File: src/rtl/bound_arb_pkg.sv
// Shared constants for the bound_arb clamp block.
//   RST_MIN / RST_MAX : clamp range loaded at reset
//   FIFO_DEPTH        : output FIFO entries (also the occupancy ceiling)
//   SAT_W             : width of the saturated-vector counter
package bound_arb_pkg;
    localparam int RST_MIN    = -32;
    localparam int RST_MAX    = 31;
    localparam int FIFO_DEPTH = 3;
    localparam int FIFO_PW    = 2;
    localparam int SAT_W      = 16;

    // Advance a FIFO pointer, wrapping at FIFO_DEPTH (not a power of two).
    function automatic logic [FIFO_PW-1:0] fifo_inc(input logic [FIFO_PW-1:0] p);
        return (p == FIFO_PW'(FIFO_DEPTH - 1)) ? '0 : p + 1'b1;
    endfunction
endpackage

File: src/rtl/bound_clamp.sv
// Combinational COLS-lane clamp.
//   x       : COLS signed AB_BW lanes, lane c at [(c+1)*AB_BW-1 -: AB_BW]
//   lo, hi  : signed BO_BW bounds (lo <= hi guaranteed by the caller)
//   y       : COLS signed BO_BW lanes, same packing
//   clamped : at least one lane was pulled to a bound
module bound_clamp
    import bound_arb_pkg::*;
#(
    parameter int COLS  = 5,
    parameter int AB_BW = 25,
    parameter int BO_BW = 8
) (
    input  logic [COLS*AB_BW-1:0] x,
    input  logic [BO_BW-1:0]      lo,
    input  logic [BO_BW-1:0]      hi,
    output logic [COLS*BO_BW-1:0] y,
    output logic                  clamped
);
    logic [COLS-1:0] lane_clp;

    for (genvar c = 0; c < COLS; c++) begin : g_lane
        logic signed [AB_BW-1:0] xv, lo_x, hi_x;
        logic below, above;

        assign xv   = x[(c+1)*AB_BW-1 -: AB_BW];
        // Bounds are sign-extended so the compare happens at full lane width.
        assign lo_x = {{(AB_BW-BO_BW){lo[BO_BW-1]}}, lo};
        assign hi_x = {{(AB_BW-BO_BW){hi[BO_BW-1]}}, hi};
        assign below = xv < lo_x;
        assign above = xv > hi_x;
        assign y[(c+1)*BO_BW-1 -: BO_BW] = below ? lo : (above ? hi : xv[BO_BW-1:0]);
        assign lane_clp[c] = below | above;
    end

    assign clamped = |lane_clp;
endmodule

File: src/rtl/bound_arb.sv
// Round-robin arbiter in front of a shared clamp datapath.
//   i_req_valid/i_req_data/o_req_ready : NREQ requester streams, one-hot grant
//   i_cfg_we/i_cfg_min/i_cfg_max       : clamp range write (deferred until idle)
//   o_cfg_err                          : pulse on min>max write
//   o_valid/o_data/o_src/i_ready       : clamped result stream (3-entry FIFO)
//   o_busy                             : vectors in flight or config pending
//   o_sat_cnt                          : vectors with any clamped lane since last config
module bound_arb
    import bound_arb_pkg::*;
#(
    parameter int NREQ  = 2,
    parameter int COLS  = 5,
    parameter int AB_BW = 25,
    parameter int BO_BW = 8,
    localparam int SRC_W = $clog2(NREQ)
) (
    input  logic                        clk,
    input  logic                        rst,
    input  logic [NREQ-1:0]             i_req_valid,
    input  logic [NREQ*COLS*AB_BW-1:0]  i_req_data,
    output logic [NREQ-1:0]             o_req_ready,
    input  logic                        i_cfg_we,
    input  logic [BO_BW-1:0]            i_cfg_min,
    input  logic [BO_BW-1:0]            i_cfg_max,
    output logic                        o_cfg_err,
    output logic                        o_valid,
    output logic [COLS*BO_BW-1:0]       o_data,
    output logic [SRC_W-1:0]            o_src,
    input  logic                        i_ready,
    output logic                        o_busy,
    output logic [SAT_W-1:0]            o_sat_cnt
);
    localparam int VW    = COLS * AB_BW;
    localparam int OW    = COLS * BO_BW;
    localparam int EW    = SRC_W + OW;
    localparam int CW    = $clog2(FIFO_DEPTH + 1);
    localparam int OCC_W = CW + 1;

    logic [SRC_W-1:0]                ptr, gidx;
    logic [NREQ-1:0]                 grant;
    logic                            xfer, allow;
    logic [VW-1:0]                   sel_data;
    logic [OW-1:0]                   clp_data;
    logic                            clp_any;
    logic                            stage_vld;
    logic [OW-1:0]                   stage_data;
    logic [SRC_W-1:0]                stage_src;
    logic [FIFO_DEPTH-1:0][EW-1:0]   mem;
    logic [FIFO_PW-1:0]              wr_ptr, rd_ptr;
    logic [CW-1:0]                   cnt;
    logic [OCC_W-1:0]                occ;
    logic                            push, pop;
    logic [BO_BW-1:0]                cur_min, cur_max, pend_min, pend_max;
    logic                            pend, cfg_ok, apply, cfg_err;
    logic [SAT_W-1:0]                sat_cnt;

    assign occ   = {1'b0, cnt} + {{CW{1'b0}}, stage_vld};
    // Capping occupancy at FIFO_DEPTH guarantees the stage always has a free
    // FIFO slot, so the stage never stalls and needs no ready of its own.
    assign allow = !rst && !pend && (occ < OCC_W'(FIFO_DEPTH));

    // Round-robin: first valid requester after the last granted one.
    always_comb begin
        logic             found;
        logic [SRC_W-1:0] cand;
        int               idx;
        grant = '0;
        gidx  = '0;
        found = 1'b0;
        cand  = '0;
        idx   = 0;
        for (int i = 1; i <= NREQ; i++) begin
            idx  = (int'(ptr) + i) % NREQ;
            cand = SRC_W'(idx);
            if (!found && i_req_valid[cand]) begin
                found = 1'b1;
                gidx  = cand;
            end
        end
        if (found && allow) grant[gidx] = 1'b1;
    end

    assign xfer        = |grant;
    assign o_req_ready = grant;

    always_comb begin
        sel_data = '0;
        for (int r = 0; r < NREQ; r++)
            if (SRC_W'(r) == gidx) sel_data = i_req_data[r*VW +: VW];
    end

    bound_clamp #(.COLS(COLS), .AB_BW(AB_BW), .BO_BW(BO_BW)) u_clamp (
        .x       (sel_data),
        .lo      (cur_min),
        .hi      (cur_max),
        .y       (clp_data),
        .clamped (clp_any)
    );

    assign push    = stage_vld;
    assign o_valid = (cnt != '0);
    assign pop     = o_valid & i_ready;
    assign o_data  = o_valid ? mem[rd_ptr][OW-1:0]  : '0;
    assign o_src   = o_valid ? mem[rd_ptr][EW-1:OW] : '0;

    assign cfg_ok  = $signed(i_cfg_min) <= $signed(i_cfg_max);
    // Range swap only when nothing clamped under the old range is still in flight.
    assign apply   = pend && (occ == '0) && !xfer;

    always_ff @(posedge clk or posedge rst) begin
        if (rst) begin
            ptr        <= SRC_W'(NREQ - 1);
            stage_vld  <= 1'b0;
            stage_data <= '0;
            stage_src  <= '0;
            mem        <= '0;
            wr_ptr     <= '0;
            rd_ptr     <= '0;
            cnt        <= '0;
            cur_min    <= BO_BW'(RST_MIN);
            cur_max    <= BO_BW'(RST_MAX);
            pend       <= 1'b0;
            pend_min   <= '0;
            pend_max   <= '0;
            sat_cnt    <= '0;
            cfg_err    <= 1'b0;
        end else begin
            cfg_err   <= 1'b0;
            stage_vld <= xfer;
            if (xfer) begin
                ptr        <= gidx;
                stage_data <= clp_data;
                stage_src  <= gidx;
                if (clp_any && sat_cnt != '1) sat_cnt <= sat_cnt + 1'b1;
            end
            if (push) begin
                mem[wr_ptr] <= {stage_src, stage_data};
                wr_ptr      <= fifo_inc(wr_ptr);
            end
            if (pop) rd_ptr <= fifo_inc(rd_ptr);
            case ({push, pop})
                2'b10:   cnt <= cnt + 1'b1;
                2'b01:   cnt <= cnt - 1'b1;
                default: ;
            endcase
            // A new write supersedes any pending one; an illegal write is dropped.
            if (i_cfg_we) begin
                if (cfg_ok) begin
                    pend     <= 1'b1;
                    pend_min <= i_cfg_min;
                    pend_max <= i_cfg_max;
                end else begin
                    cfg_err  <= 1'b1;
                end
            end else if (apply) begin
                cur_min <= pend_min;
                cur_max <= pend_max;
                pend    <= 1'b0;
                sat_cnt <= '0;
            end
        end
    end

    assign o_busy    = (occ != '0) || pend;
    assign o_cfg_err = cfg_err;
    assign o_sat_cnt = sat_cnt;
endmodule

File: config.mk
export PLATFORM = sky130hd
export DESIGN_NAME = bound_arb
export DESIGN_NICKNAME = d
export VERILOG_FILES = /design/src/rtl/bound_arb_pkg.sv /design/src/rtl/bound_clamp.sv /design/src/rtl/bound_arb.sv
export SDC_FILE = /design/constraint.sdc
export NUM_CORES = 1
export LEC_CHECK = 0
export BUFFER_PORTS_ARGS = -buffer_cell sky130_fd_sc_hd__buf_2
export CORE_ASPECT_RATIO = 1.4
export CORE_UTILIZATION = 45
export CTS_BUF_LIST = sky130_fd_sc_hd__clkbuf_2
export DETAILED_ROUTE_END_ITERATION = 7
export PLACE_DENSITY = 0.71
export SYNTH_ARGS = -nofsm -noshare
export SYNTH_HDL_FRONTEND = slang
export SYNTH_SLANG_ARGS = --single-unit
File: constraint.sdc
create_clock -name clk -period 15.6 [get_ports clk]
set_clock_uncertainty 0.05 [all_clocks]
set_input_delay 3.12 -clock clk [delete_from_list [all_inputs] [get_ports clk]]
set_output_delay 3.12 -clock clk [all_outputs]
set_load 0.02 [all_outputs]
### After elaboration in Yosys (flattened, before gate mapping)

Cells that the tools add are included.

| word-level totals | value |
|---|---|
| input bits | 272 |
| output and inout port bits | 62 |
| register bits | 222 |
| bits in read-only memories | 0 |
| memories | 0 |
| latch bits | 0 |
| logic and storage cells | 122 |
| RAM bits | 0 |

| operators by class | value |
|---|---|
| multipliers | 0 |
| muxes and demuxes | 41 |
| shift operators | 0 |
| equality and inequality tests | 6 |
| bitwise logic cells | 7 |
| divide/modulo/power cells | 0 |
| add/sub/neg operators | 8 |
| reduce and logical (&&, ||, !) cells | 24 |
| magnitude comparators | 19 |

Operators by type and width:

| cell | count |
|---|---|
| 25-bit by 8-bit greater-than comparator with 1-bit output | 5 |
| 25-bit by 8-bit < comparator with 1-bit output | 5 |
| 125-bit 2-to-1 mux | 1 |
| 123-bit bitwise mux | 1 |
| 41-bit binary-select mux with 2-bit select | 1 |
| 41-bit demux with 2-bit select | 1 |
| 41-bit 2-to-1 mux | 2 |
| 8-bit 2-to-1 mux | 10 |
| 16-bit 2-to-1 mux | 4 |
| 40-bit 2-to-1 mux | 1 |
| 16-bit by 1-bit adder with 16-bit output, second input constant | 1 |
| 16-bit inequality test, second input constant | 1 |
| 1-bit 2-to-1 mux | 15 |
| 1-bit logical AND | 9 |
| 8-bit less-or-equal comparator | 1 |
| 2-bit by 1-bit adder with 2-bit output, second input constant | 3 |
| 2-bit equality test, second input constant | 3 |
| 1-bit by 2-bit < comparator with 1-bit output, second input constant | 3 |
| 2-bit by 3-bit < comparator with 1-bit output, second input constant | 2 |
| 2-bit 2-to-1 mux | 3 |
| 2-bit AND reduction | 3 |
| 2-bit nonzero test | 3 |
| 1-bit OR | 5 |
| 5-bit OR reduction | 1 |
| other kinds (17) | 21 |

### Longest topological paths before layout

Gate-level depths: netlist (run 1).

| depth | value |
|---|---|
| word-level depth | 17 |
| mapped depth | 20 |
| depth with buffers taken out | 13 |

### Hierarchy

From an unflattened synthesis (run 1), not the netlist that was laid out.

| second synthesis, totals | value |
|---|---|
| cell total of the unflattened synthesis | 1800 |
| area, all modules | 17488.0 um^2 |

Modules (own cells, without submodules):

| module | area each (um^2) | sequential area each (um^2) | cells each | times used |
|---|---|---|---|---|
| bound_arb | 11333.4 | 5566.6 | 1022 | 1 |
| bound_clamp | 6154.7 | 0.0 | 778 | 1 |

### Worst setup path after synthesis (run 1)

OpenSTA, ideal clock, no wires.

| timing path | value |
|---|---|
| path type | input -> output |
| start | input i_req_valid[1] |
| end | output o_req_ready[1] |
| buffers on the path | 3 |
| path slack | 8.208 ns |
| required time | 12.430 ns |
| stages | 5 |
| data arrival time | 4.222 ns |
| cell sequence | a21bo_2 -> buf_6 -> clkbuf_1 -> clkbuf_1 -> nor2_1 |

| on the way | value |
|---|---|
| cells in the longest elaborated chain, start to end | 11 |
| elaborated cells between the ends (all ways) | 17 |
| classes of those cells | order compare (2); mux (11); reduce/logical (4) |

RTL lines:

| item | line | source |
|---|---|---|
| from (decl) | bound_arb.sv:19 | `input logic [NREQ-1:0] i_req_valid,` |
| 1-bit 2-to-1 mux (implied by the code) (2 in a row) | bound_arb.sv:75 | `if (!found && i_req_valid[cand]) begin` |
| 1-bit 2-to-1 mux | bound_arb.sv:75 |  |
| 1-bit logical NOT | bound_arb.sv:75 |  |
| 1-bit logical AND | bound_arb.sv:75 |  |
| 1-bit 2-to-1 mux | bound_arb.sv:75 |  |
| 1-bit by 2-bit < comparator with 1-bit output (implied by the code) / 1-bit >= comparator (equally long branches) | bound_arb.sv:80 | `if (found && allow) grant[gidx] = 1'b1;` |
| 1-bit logical AND (implied by the code) | bound_arb.sv:80 |  |
| 1-bit 2-to-1 mux (implied by the code) | bound_arb.sv:80 |  |
| 1-bit demux with 1-bit select | bound_arb.sv:80 |  |
| 2-bit 2-to-1 mux * | bound_arb.sv:80 |  |
| to (decl) | bound_arb.sv:21 | `output logic [NREQ-1:0] o_req_ready,` |

Mark *: on every way between the ends. The rest lies on a longest branch, timed or not. The select of a mux whose other input is x is not followed.

### Final worst setup path (run 1)

| timing path | value |
|---|---|
| start | input i_req_valid[1] |
| end | output o_req_ready[0] |

Same word-level chain as after synthesis.

==> results of run 1 <==
[power by group]
group,total [W],leakage [nW],internal [W],switching (W)
sequential,0.00103,2.76,0.000827,0.000200
clock,0.000373,0.354,0.000144,0.000229
combinational,0.00226,7.16,0.000878,0.00139
total,0.00366,10.3,0.00185,0.00182
[worst min-delay path, delay by kind of cell, from the launching register on]
kind,cells,cell delay [ps]
flip-flops,1,360
AND/OR/NAND/NOR,1,50
AO/OA/AOI/OAI,1,70
[through the flow]
stage	instance area, µm²	hold WS [ps]
2_1_floorplan	17400	394
6_report	20000	454
3_3_place_gp	19500	421
4_1_cts	20000	461
3_5_place_dp	19500	434
5_1_grt	20000	479
[layout make-up]
class | instances | area (µm²) | share of cell area
Multi-Input combinational cell | 1687 | 11400 | 0.568
Timing Repair Buffer | 354 | 1820 | 0.0912
Tap cell | 473 | 592 | 0.0296
Inverter | 47 | 186 | 0.00932
Clock buffer | 74 | 370 | 0.0185
Clock inverter | 18 | 101 | 0.00507
Antenna cell | 1 | 2.50 | 0.000125
Sequential cell | 222 | 5570 | 0.278
[flip-flops by register name (all words and copies together), names as in the netlist]
signal and flops:
rd_ptr 2, pend_min 8, pend_max 8, pend 1, mem 123, cnt 2
cur_max 8, cur_min 8, wr_ptr 2, ptr 1, o_sat_cnt 16, stage_src 1
push 1, o_cfg_err 1, stage_data 40
[per-layer routing]
layer / up-vias / global-route usage / wire length, µm
met3: 118 / 0.0288 / 2340
met4: 8 / 0.110 / 1870
li1: 7936 / - / -
met1: 7707 / 0.320 / 21400
met2: 551 / 0.474 / 26600
met5: - / 0 / 52
[path summary, 6_finish.rpt]
check | from | endpoint | cells past startpoint
max | i_req_valid[1] | o_req_ready[0] | 6
min | pend_min[5]$_DFFE_PP0P_ | cur_min[5]$_DFFE_PP1P_ | 2
max reg2reg | ptr$_DFFE_PP1N_ | o_sat_cnt[5]$_DFF_PP0_ | 15
min reg2reg | pend_min[5]$_DFFE_PP0P_ | cur_min[5]$_DFFE_PP1P_ | 2
max in group asynchronous | rst | mem[88]$_DFFE_PP0P_ | 3
min in group asynchronous | rst | mem[32]$_DFFE_PP0P_ | 2
[cell families after synthesis]
| kind of cell | share of synthesized area |
|---|---|
| adders and majority gates | 0.185 |
| xor gates and xnor gates | 0.00244 |
| AOI/OAI and AO/OA | 0.141 |
| DFF | 0.320 |
| buffers and inverters | 0.0304 |
| muxes | 0.126 |
| and+or+nand+nor | 0.197 |
[cell usage in the layout (no fill, tap or decap), types with 13 or more instances in the layout]
master	synthesis	final
o21a_1	22	22
buf_2	0	333
nand4_1	49	49
o21ai_0	82	81
nand2_1	506	506
a21o_1	15	15
a211oi_1	13	13
mux2_2	141	141
nor2_1	164	163
o211ai_1	26	26
a21oi_1	178	178
inv_1	46	43
ha_1	257	257
dfrtp_1	213	212
clkbuf_2	0	74
mux2i_1	60	60
nor3_1	15	14
buf_4	0	21
nand3_1	29	28
clkinv_1	0	13
==> flow_summary.yaml, run 1 <==
outcome:
  status: "complete, no violations"
critical_path:
  cp_num_buf_inv: 4
  path_cells: "buf_2, a21boi_4, buf_4, buf_4, nor2_1, buf_2"
  startpoint_type: "input pin"
  worst_ep_required_time_ps: 12430
  slowest_stage: "buf_4"
  r2r_slack_ps: 9830
  cp-end-kind: "primary output"
  cp_top_family: "buffers and inverters"
  worstPathArrival_ps: 4830
  worstPathMaxFanout: 66
  max_stage_delay_ps: 580
  path_class: "in2out"
cts:
  post_cts_buffers: 0
  clkTransAtPathRegs_ps: 130
  h-tree-depth: 2
  cts.path.max_buffers: 3
  cts-root-buf: "clkbuf_2"
  cts_inserted_buffers: 51
  hold_buffers: 0
  clock_latency_ps: 810
  cts_tree: "yes"
  cts_resized: 0
  clock-sinks: 222
pwr:
  finalPower_w: 0.00366
  p_per_area_mw_per_mm2: 183
  ir_drop_uv: 64.9
  p_leak_nw: 10.3
route:
  post_drt_via_cell_ratio: 5.67
  vias: 16320
  first_iter_violations: 968
  dr.pass1.iters: 5
  drt-total-wl_um: 52200
  drc: 0
  ant_nets: 0
  routedWlPerCell_um: 18.1
layout:
  final_core_util: 0.529
  nNetsFinal: 2892
  fill_cells: 3634
  drive_gt1_frac: 0.251
  syn_to_final_growth_pct: 14.8
  final_cells: 2876
grt:
  grt_pass1_vias: 16052
  grt_pass1_wl_um: 83700
  antenna_found_initial: 5
  grt_max_degree: 145
  grt_overflow: 0
  grt_use_total: 0.265
timing:
  clock.fmax_ghz: 0.125
  setup_viol: 0
  layout_min_cycle_time_ps: 8000
  setup_ws_ps: 7600
  slew_headroom: 0.202
  rsz0062_at_grt: "false"
  hold_viol: 0
  drv_slew: 0
  fin_crit_sh: 0.513
  fin_tns_setup_ps: 0
  worst_pin_slew_ps: 1190
min_path:
  hold_path.class: "reg2reg"
placed_design:
  dp_hpwl_um: 40000
  portBuffers: 333
  pre_cts_slack_ps: 7080
  gp_congestion: 0.887
  post-place-cells: 2783
synthesis:
  synth-seq-area-share: 0.320
  syn_avg_cell_area_um2: 8.52
  synth.distinct_cells: 70
  synth.area.top_cells: "dfrtp_1 (31%), ha_1 (18%), nand2_1 (11%)"
  syn_nets: 2573
  synth_top_area_share: 0.306
  synth_cells: 2044
  yosys-top-cells-count: "nand2_1 (506), ha_1 (257), dfrtp_1 (213), a21oi_1 (178), nor2_1 (164)"
  synth-seq-cells: 222
  yosysMostFrequentCell: "nand2_1"
  async_flop_share: 1.00
  netlist_area_mm2: 0.0174
  synth_ff_type: "dfrtp_1"
  ys_warn_count: 0
  synth_edf_count: 0
  synth_top_area_cell: "dfrtp_1"
floorplan:
  dieArea_mm2: 0.0395
  ios: 334
  initial_core_util: 0.460
  core_area_mm2: 0.0378
  die_h_um: 235
  rows: 84
  fp.dieW_um: 168
run:
  max_cap_viol_count: 0
Note: power is estimated with default switching activity, not from simulation.
==> run 2, diff against run 1 <==
==> constraint.sdc (replaced) <==
create_clock -name clk -period 7.7 [get_ports clk]
set_clock_uncertainty 0.05 [all_clocks]
set_input_delay 1.54 -clock clk [delete_from_list [all_inputs] [get_ports clk]]
set_output_delay 1.54 -clock clk [all_outputs]
set_load 0.02 [all_outputs]
==> flow_summary.yaml, run 2 (same netlist as run 1, synthesis figures left out) <==
outcome:
  status: "complete, no violations"
pwr:
  pwr-share-clk: 0.092
  pwr-share-seq: 0.288
  p_per_area_mw_per_mm2: 368
  p_sw_frac: 0.495
  power_switching_w: 0.00364
  p_leak_nw: 10.2
  p_comb_frac: 0.619
  ir_drop_uv: 193
  p_int_w: 0.00371
timing:
  rsz0062_at_grt: "false"
  setup_viol: 0
  fin_tns_setup_ps: 0
  slew_headroom: 0.246
  hold_viol: 0
  drv_slew: 0
  setup_ws_ps: 2120
  hold_slack_ps: 462
  worst_pin_slew_ps: 1120
  layout_min_cycle_time_ps: 5580
  fin_crit_sh: 0.725
  clock.fmax_ghz: 0.179
run:
  max_cap_viol_count: 0
floorplan:
  core_area_mm2: 0.0378
  ios: 334
  rows: 84
  die_h_um: 235
  initial_core_util: 0.460
  fp.dieW_um: 168
  dieArea_mm2: 0.0395
route:
  routedWlPerCell_um: 18.3
  first_iter_violations: 944
  vias: 16290
  drt-total-wl_um: 52300
  post_drt_via_cell_ratio: 5.70
  ant_nets: 0
  dr.pass1.iters: 5
  drc: 0
cts:
  post_cts_buffers: 0
  cts_resized: 0
  clock-sinks: 222
  clkTransAtPathRegs_ps: 120
  cts_inserted_buffers: 46
  hold_buffers: 0
  clock_latency_ps: 750
  cts_tree: "yes"
  cts.path.max_buffers: 3
  cts-root-buf: "clkbuf_2"
  h-tree-depth: 2
critical_path:
  cp-end-kind: "flip-flop"
  worst_ep_required_time_ps: 8270
  worstPathMaxFanout: 47
  startpoint_type: "input pin"
  path_class: "in2reg"
  worstPathArrival_ps: 6150
layout:
  syn_to_final_growth_pct: 14.5
  layout_commonest_cell: "nand2_1"
  largest_reg_flops: 123
  nNetsFinal: 2887
  regMostFlops: "mem"
  mostFrequentLayoutCells: "nand2_1 (506), buf_2 (333), ha_1 (257), dfrtp_1 (212), a21oi_1 (178)"
  final_cells: 2860
  drive_gt1_frac: 0.249
  fin_area_mm2: 0.0200
grt:
  grt_overflow: 0
  grt_pass1_vias: 16307
  grt_pass1_wl_um: 84300
  antenna_found_initial: 5
  grt_max_degree: 144
  grt_use_total: 0.267
placed_design:
  postPlaceCellArea_mm2: 0.0196
  post-place-cells: 2783
  portBuffers: 333
  gp_congestion: 0.904
  dp_hpwl_um: 41000
  pre_cts_slack_ps: 1400
min_path:
  hold_path.class: "reg2reg"
## run 2: final timing paths
| check | startpoint | end | slack (ps) | cells after the start |
|---|---|---|---|---|
| min | mem[7]$_DFFE_PP0P_ | mem[7]$_DFFE_PP0P_ | 460 | 1 |
| max reg2reg | ptr$_DFFE_PP1N_ | o_sat_cnt[14]$_DFF_PP0_ | 2570 | 14 |
| max in group asynchronous | rst | mem[93]$_DFFE_PP0P_ | 5040 | 3 |
| max | i_req_valid[1] | o_sat_cnt[14]$_DFF_PP0_ | 2120 | 15 |
| min reg2reg | mem[7]$_DFFE_PP0P_ | mem[7]$_DFFE_PP0P_ | 460 | 1 |
| min in group asynchronous | rst | mem[117]$_DFFE_PP0P_ | 960 | 2 |
## run 2: final cells by class
type                       count  area [µm²]
antenna                        4        10.0
clock buffer                  65         325
clock inverter                 8        58.8
fill                        3576       17900
inverter                      47         186
multi-input combinational   1687       11400
sequential                   222        5570
tap                          473         592
timing repair buffer         354        1850
## run 2: power groups by stage
stage | clock network, W | registers, W | logic [W]
after global routing | 0.000757 | 0.00217 | 0.00511
final | 0.000679 | 0.00212 | 0.00455
after CTS | 0.000702 | 0.00211 | 0.00454
after detailed placement | 0 | 0.00214 | 0.00453
after global placement | 0 | 0.00210 | 0.00438
after floorplan | 0 | 0.00193 | 0.00331
## run 2: stage by stage
stage	utilization	power (W)
floorplan	-	0.00524
global placement	0.517	0.00648
detailed placement	0.517	0.00666
CTS	0.527	0.00735
global route	0.527	0.00804
finish	0.527	0.00734
## run 2: routing by layer
layer,routed length [µm],share of wire,track usage
met1,20700,0.40,0.312
met2,26300,0.50,0.478
met3,3040,0.058,0.0404
met4,2230,0.043,0.120
met5,18,0.00034,0
## run 2: worst max-delay path: stages
cell      delay, ps
buf_2           150
a21boi_4        830
buf_12          310
nand2_1         100
nand2_1         130
ha_1            260
a21oi_1         150
o221ai_1        120
a21oi_1         200
o22ai_1         110
o21ai_1         870
nand2_1         250
or4_1           700
a41oi_1         310
nor3_2           60
